**src/rtl/clk_div_n.sv**
```systemverilog
// clk_div_n -- runtime-programmable integer clock divider, 50% duty cycle.
//
// Divides clk by N (2 .. 2^CNT_W-1). A new divisor is held as pending and
// becomes active only when the period counter wraps, so clk_out never
// produces a runt pulse. While en is low the divider parks at the end of a
// period, so the first enabled cycle starts a clean period with a tick.
//
// Build option:
//   CLKDIV_DUTY50_EN  defined   : a falling-edge register is built, and odd N
//                                 gives an exact N/2 high time.
//                     undefined : clk_out = p; odd N is high (N+1)/2 cycles.
//
// Parameters:
//   CNT_W      divisor / counter width
//   DIV_RESET  divisor active after reset (>= 2)
//
// Ports:
//   clk       input clock
//   rst       synchronous active-high reset
//   en        run enable
//   div_in    requested divisor
//   div_load  one-cycle request to load div_in
//   div_ack   pulse when a loaded divisor becomes active
//   div_err   pulse when a divisor of 0 or 1 is requested
//   div_cur   currently active divisor
//   clk_out   divided clock
//   tick      pulse on the first clk cycle of each output period

module clk_div_n #(
   parameter int unsigned CNT_W     = 8,
   parameter int unsigned DIV_RESET = 5
) (
   input  logic             clk,
   input  logic             rst,
   input  logic             en,
   input  logic [CNT_W-1:0] div_in,
   input  logic             div_load,
   output logic             div_ack,
   output logic             div_err,
   output logic [CNT_W-1:0] div_cur,
   output logic             clk_out,
   output logic             tick
);

   localparam logic [CNT_W-1:0] ONE   = CNT_W'(1);
   localparam logic [CNT_W-1:0] TWO   = CNT_W'(2);
   localparam logic [CNT_W:0]   ONE_W = (CNT_W + 1)'(1);

   logic [CNT_W-1:0] cnt;
   logic [CNT_W-1:0] cnt_next;
   logic [CNT_W-1:0] pend;
   logic             pend_vld;
   logic [CNT_W-1:0] div_nxt;
   logic [CNT_W:0]   half;
   logic             p;
   logic             wrap;
   logic             load_ok;
   logic             load_bad;
   logic             apply;
   logic             err_hold;

   always_comb begin
      wrap     = (cnt == (div_cur - ONE));
      cnt_next = wrap ? '0 : (cnt + ONE);
      // ceil(N/2), one bit wider so N = 2^CNT_W-1 cannot overflow
      half     = ({1'b0, div_cur} + ONE_W) >> 1;
      load_ok  = div_load && (div_in >= TWO);
      load_bad = div_load && (div_in < TWO);
      // While disabled cnt is parked at N-1, so a pending divisor applies
      // on the very next cycle.
      apply    = pend_vld && (wrap || !en);
      div_nxt  = apply ? pend : div_cur;
   end

   always_ff @(posedge clk) begin
      if (rst) begin
         cnt      <= CNT_W'(DIV_RESET - 1);
         div_cur  <= CNT_W'(DIV_RESET);
         pend     <= '0;
         pend_vld <= 1'b0;
         p        <= 1'b0;
         tick     <= 1'b0;
         div_ack  <= 1'b0;
         div_err  <= 1'b0;
         err_hold <= 1'b0;
      end else begin
         div_ack <= apply;
         div_cur <= div_nxt;

         // A request arriving on the apply cycle becomes the next pending one.
         if (load_ok) begin
            pend     <= div_in;
            pend_vld <= 1'b1;
         end else if (apply) begin
            pend_vld <= 1'b0;
         end

         // An error coinciding with an ack is deferred one cycle so the two
         // pulses never overlap.
         div_err  <= (load_bad || err_hold) && !apply;
         err_hold <= (load_bad || err_hold) && apply;

         if (en) begin
            cnt  <= cnt_next;
            p    <= ({1'b0, cnt_next} < half);
            tick <= wrap;
         end else begin
            cnt  <= div_nxt - ONE;
            p    <= 1'b0;
            tick <= 1'b0;
         end
      end
   end

`ifdef CLKDIV_DUTY50_EN
   logic n;

   always_ff @(negedge clk) begin
      if (rst) n <= 1'b0;
      else     n <= p;
   end

   // Odd N: the AND with the half-cycle-delayed copy trims half a clk off the
   // high phase. Parity switches only at a wrap, where p was low, so no glitch.
   always_comb clk_out = div_cur[0] ? (p & n) : p;
`else
   always_comb clk_out = p;
`endif

endmodule
```
**config.mk**
```make
export PLATFORM = sky130hd
export DESIGN_NAME = clk_div_n
export DESIGN_NICKNAME = d
export VERILOG_FILES = /design/src/rtl/clk_div_n.sv
export SDC_FILE = /design/constraint.sdc
export NUM_CORES = 1
export LEC_CHECK = 0
export BUFFER_PORTS_ARGS = -buffer_cell sky130_fd_sc_hd__clkbuf_2
export CAP_MARGIN = 10
export CORE_MARGIN = 4
export CORE_UTILIZATION = 52
export DETAILED_ROUTE_END_ITERATION = 8
export PLACE_DENSITY_LB_ADDON = 0.1
export SYNTH_ARGS = -nofsm -noshare
export SYNTH_HDL_FRONTEND = slang
export SYNTH_SLANG_ARGS = --single-unit
```
**constraint.sdc**
```tcl
create_clock -name clk -period 3.2 [get_ports clk]
set_input_delay 0.64 -clock clk [delete_from_list [all_inputs] [get_ports clk]]
set_output_delay 0.64 -clock clk [all_outputs]
set_load 0.02 [all_outputs]
```
==> results of run 1 <==
==> final timing paths <==
path / startpoint / to / slack [ns] / cells after the start
setup / recovery: div_cur[2] / cnt[6] / 0.13 / 14
hold / removal: pend[1] / pend[1] / 0.49 / 2
setup reg to reg: div_cur[2] / cnt[6] / 0.13 / 14
hold reg to reg: pend[1] / pend[1] / 0.49 / 2
==> power by group through the flow <==
stage,combinational (mW),clock [mW],sequential [mW]
finish,0.578,0.456,0.454
global route,0.621,0.480,0.458
CTS,0.475,0.462,0.453
detailed placement,0.460,0,0.459
global placement,0.461,0,0.459
floorplan,0.328,0,0.465
==> state kept, by name, summed over array words and instances, names as in the netlist <==
name and flops:
err_hold 1, div_cur 8, div_ack 1, div_err 1, cnt 8, pend_vld 1, tick 1, clk_out 1
pend 8
==> worst max-delay path, cell delays in order (launching register included) <==
cell and delay [ns]:
dfxtp_4 0.36, buf_12 0.13, nor3_4 0.24, nor3b_4 0.27, xnor2_2 0.16, buf_4 0.16
mux2_4 0.29, o2111a_1 0.21, mux2i_1 0.23, ha_2 0.27, nand2_1 0.11, nor3_2 0.13
xnor2_1 0.14, a21oi_1 0.10, a22o_1 0.19
==> layout by cell type (no fill, tap or decap), types with 6 or more instances in the layout <==
cell type,count
clkbuf_2,23
dfxtp_1,27
nor3_1,8
ha_1,6
nor2_1,27
a21oi_1,15
nand3_1,12
nand2_1,16
xnor2_1,17
buf_4,25
mux2i_1,9
xor2_1,15
==> synth_stat cells, drive strengths merged (3+ instances only) <==
library cell | instances | area [µm²]
mux2i | 10 | 104
nor3 | 10 | 61.3
xor2 | 16 | 140
nor2 | 30 | 113
nor3b | 3 | 32.5
inv | 5 | 18.8
a22o | 5 | 43.8
nor2b | 3 | 18.8
dfxtp | 30 | 601
o31ai | 3 | 22.5
xnor2 | 18 | 158
nand2b | 3 | 18.8
and3 | 5 | 36.3
buf | 9 | 81.3
clkbuf | 7 | 36.3
o21ai | 5 | 25.0
nand3 | 12 | 60.1
nand2 | 16 | 60.1
ha | 11 | 138
a21oi | 16 | 80.1
==> area by class of cell <==
| type | instances | area (µm²) |
|---|---|---|
| Fill cell | 308 | 1130 |
| Inverter | 5 | 18.8 |
| Clock inverter | 3 | 63.8 |
| Multi-Input combinational cell | 189 | 1440 |
| Clock buffer | 5 | 68.8 |
| Tap cell | 48 | 60.1 |
| Timing Repair Buffer | 51 | 345 |
| Sequential cell | 30 | 612 |
==> layer usage <==
metal | GRT usage | routed length, µm | vias to the layer above
met2 | 0.324 | 2440 | 76
met4 | 0.0522 | 68 | 0
met1 | 0.316 | 2420 | 865
met5 | 0 | 0 | -
li1 | - | - | 912
met3 | 0.0426 | 413 | 7
==> repair_timing <==
action,CTS,global route
resized for setup,3,22
buffers inserted,1,6
pin swaps,1,12
endpoints found under the hold margin,0,0
setup endpoints to repair,1,2
==> cell families (layout without fill, tap and decap cells) <==
group | after synthesis | in the layout | share of synthesized area
AO/OA/AOI/OAI | 38 | 38 | 0.121
XOR/XNOR | 34 | 34 | 0.146
adder cells (fa/ha/maj) | 11 | 11 | 0.0673
buffers and inverters | 21 | 64 | 0.0667
flip-flops | 30 | 30 | 0.294
multiplexers | 11 | 11 | 0.0581
AND/OR/NAND/NOR | 95 | 95 | 0.248
==> stage by stage <==
stage | instances | worst slack [ns] | power [mW]
floorplan | 240 | 0.00962 | 0.793
global placement | 316 | 0.0574 | 0.920
detailed placement | 316 | 0.0104 | 0.920
CTS | 325 | 0.00286 | 1.39
global route | 331 | -0.0326 | 1.56
finish | 331 | 0.127 | 1.49
==> flow_summary.toml, run 1 <==
[clock_network]
cts_max_level = 2
holdBufCountCts = 0
cts_root_buffer = "clkbuf_8"
cts_tree = "built"
clock_sinks = 30
clkTransAtPathRegs_ns = 0.07
insertion_delay_ns = 0.28
cts_buffers = 5
cts_buffer_depth = 2

[floorplanning]
ioPinCount = 24
floorplan.initialDensity = 0.546
die_y_um = 70.7
die_w_um = 70.7
die_area_um2 = 5000
rows = 22
core-area_um2 = 3740

[pwr]
p_leak_nw = 1.09
cellPowerDensity_nw_per_um2 = 570
power.internal_mw = 1.01
swShare = 0.323
peakVddDrop_uv = 414
clkPwrFrac = 0.307
combPwrFrac = 0.388
switching_power_uw = 480
pwr-share-seq = 0.305

[detailed_routing]
drc = 0
dr.pass1.iters = 4
routed_via_density = 5.62
ant_nets = 0
vias = 1860
routedWlPerCell_um = 16.1
first_iter_violations = 132
wl_mm = 5.34

[global_routing]
grt_pass1_vias = 1688
antenna_found_initial = 0
grt_overflow = 0
grt_max_degree = 27
grt_first_pass_wirelength_mm = 8.65
grt_use_total = 0.216

[logic_synthesis]
synth_area_um2 = 2050
synth.avg_cell_area_um2 = 8.52
yosysUniqueCellTypes = 44
synthArstFlopShare = 0
synth_edf_count = 0
synth_nets = 263
synth_cells = 240
ys_ff_latch = 30
synthFlopType = "dfxtp_1"
ys_seq_area_frac = 0.294
ys_warn_count = 0

[final_layout]
area_growth_pct = 27.5
final_core_util = 0.697
drive_gt1_frac = 0.297
antenna_cells = 0
final_area_um2 = 2610
final_nets = 305

[critical_path]
crit_path_end_kind = "register"
cp_max_fo = 4
cp-start-kind = "register"
crit_required_ns = 3.38
critPathKind = "register to register"
arrival_ns = 3.25

[flow_run]
max_cap_viol_count = 0

[placement]
hpwl_mm = 3.82
port_buffers = 23
dpl_cell_area_um2 = 2290
gp_congestion = 0.870

[timing]
fin_crit_ns = 3.07
maxSlewViolCount = 0
hold_viol = 0
slew_headroom = 0.532
fmax_mhz = 325
worstMarginPinSlew_ns = 0.697
whs_ns = 0.486
setup_viol = 0
final.setup.tns_ns = 0
skew_ns = 0.00632
fin_crit_sh = 0.960

[status]
status = "completed"

[worst_hold_path]
hold_path.class = "register to register"
No activity file was read; power rests on OpenSTA's default activity.
==> run 2, diff against run 1 <==
--- a/config.mk
+++ b/config.mk
@@ -8,9 +8,10 @@
 export BUFFER_PORTS_ARGS = -buffer_cell sky130_fd_sc_hd__clkbuf_2
 export CAP_MARGIN = 10
 export CORE_MARGIN = 4
-export CORE_UTILIZATION = 52
+export CORE_UTILIZATION = 35
 export DETAILED_ROUTE_END_ITERATION = 8
 export PLACE_DENSITY_LB_ADDON = 0.1
+export REMOVE_ABC_BUFFERS = 1
 export SYNTH_ARGS = -nofsm -noshare
 export SYNTH_HDL_FRONTEND = slang
 export SYNTH_SLANG_ARGS = --single-unit
==> constraint.sdc (replaced) <==
create_clock -name clk -period 2.6 [get_ports clk]
set_input_delay 0.52 -clock clk [delete_from_list [all_inputs] [get_ports clk]]
set_output_delay 0.52 -clock clk [all_outputs]
set_load 0.02 [all_outputs]
==> run 2 against run 1 <==
Against the previous run:
- the flow now finishes with violations (setup timing)
- global-route usage shrank 5.3 points
- clock skew shrank 0.0023 ns
- sequential share of layout area shrank 2.4 points
==> flow_summary.toml, run 2 (synthesis gave the netlist of run 1 again) <==
[clock_network]
cts_buffers = 5
holdBufCountCts = 0
clkTransAtPathRegs_ns = 0.07
cts_tree = "built"
cts_max_level = 2
cts_buffer_depth = 2
insertion_delay_ns = 0.29
clock_sinks = 30
cts_root_buffer = "clkbuf_8"

[pwr]
p_total_mw = 1.82
p_leak_nw = 1.27
peakVddDrop_uv = 373
cellPowerDensity_nw_per_um2 = 635

[timing]
rsz0062_at_grt = "yes"
fmax_mhz = 317
final.setup.tns_ns = -1.71
maxSlewViolCount = 0
fin_crit_sh = 1.21
hold_viol = 0
setup_viol = 5
skew_ns = 0.00400
slew_headroom = 0.742
worstMarginPinSlew_ns = 0.386
fin_ws_ns = -0.558
fin_crit_ns = 3.16

[flow_run]
max_cap_viol_count = 0

[final_layout]
area_growth_pct = 40.0
final_cell_mix = "59 x buf_4, 29 x dfxtp_1, 27 x nor2_1"
final_core_util = 0.514
drive_gt1_frac = 0.385
antenna_cells = 0
largestRegisters = "cnt (8), div_cur (8), pend (8)"
final_nets = 340
final_common_cell = "buf_4"

[detailed_routing]
drc = 0
wl_mm = 5.69
routed_via_density = 4.87
dr.pass1.iters = 4
vias = 1893
first_iter_violations = 60
ant_nets = 0
routedWlPerCell_um = 14.6

[critical_path]
crit_required_ns = 2.80
cpPeakStageDelay_ns = 0.43
crit_path_end_kind = "register"
critPathKind = "register to register"
cp-start-kind = "register"
startpoint = "div_cur[2]"
cp_max_fo = 5
crit_chain = "buf_12 -> buf_4 -> nor3b_2 -> xnor2_1 -> nor3_2 -> and3_4 -> o211a_1 -> nor2_2 -> ha_1 -> a21oi_2 -> nor2b_1 -> o21ai_1 -> nand3b_1 -> or4_4 -> o22a_1 -> o31ai_1"
arrival_ns = 3.36
cpMaxStageDelayCell = "or4_4"
r2r_start = "div_cur[2]"

[global_routing]
grt_pass1_vias = 1836
antenna_found_initial = 0
grt_use_total = 0.163
grt_max_degree = 26
grt_overflow = 0
grt_first_pass_wirelength_mm = 9.12

[worst_hold_path]
min_from = "div_in[0]"
hold_path.class = "input pin to register"

[floorplanning]
rows = 27
ioPinCount = 24
die_w_um = 84.5
floorplan.initialDensity = 0.367
die_area_um2 = 7130
die_y_um = 84.5
core-area_um2 = 5570

[placement]
port_buffers = 23
hpwl_mm = 4.41
gp_congestion = 0.771

[status]
violations = "setup timing"
status = "finished with violations"
run 2: changes by cell type in the layout (fill, tap and decap cells not counted), moves of 3 or more:
cell / before / now
a21oi_2: 0 / 3
buf_4: 25 / 59
ha_1: 6 / 9
ha_4: 4 / 1
nor2_2: 0 / 3
nor2_4: 3 / 0
run 2: path summary, 6_finish.rpt:
| path | depth (start not counted) | slack (ns) | end |
|---|---|---|---|
| max | 16 | -0.56 | clk_out |
| min | 3 | 0.46 | pend[0] |
| max reg2reg | 16 | -0.56 | clk_out |
| min reg2reg | 2 | 0.49 | pend[7] |
run 2: through the flow:
step                hold WS, ns  instances  setup WS, ns  instance area [µm²]
detailed placement        0.474        374        -0.520                 2560
CTS                       0.455        381        -0.545                 2680
floorplan                 0.439        224        -0.928                 1930
global route              0.471        389        -0.737                 2860
finish                    0.462        389        -0.558                 2860
global placement          0.465        374        -0.483                 2560
run 2: timing repair:
item / CTS / global route
setup endpoints to repair: 5 / 5
setup buffers: 0 / 8
pin swaps: 0 / 14
resized for setup: 1 / 30
run 2: layer usage:
layer / vias up / track usage / part of all wire
li1: 982 / - / -
met1: 873 / 0.221 / 0.49
met2: 30 / 0.263 / 0.46
met3: 8 / 0.0294 / 0.033
met4: 0 / 0.0518 / 0.014
met5: - / 0 / 0
run 2: where the power goes:
group,internal (mW),switching (mW)
logic,0.416,0.374
registers,0.504,0.0382
clock network,0.306,0.180
run 2: area by class of cell:
cell class	count	area, µm²
multi-input cells	189	1430
inverters	5	18.8
fillers	565	2710
flip-flops and latches	30	604
well taps	72	90.1
clock inverters	1	30.0
repair buffers	86	612
clock buffers	6	82.6
run 2: worst max-delay path, delay by kind of cell (launching register included):
kind | cells | cell delay, ns
AND/OR/NAND/NOR | 7 | 1.28
AO/OA/AOI/OAI | 5 | 0.74
flip-flops | 1 | 0.36
buffers and inverters | 2 | 0.26
adder cells (fa/ha/maj) | 1 | 0.32
XOR/XNOR | 1 | 0.11
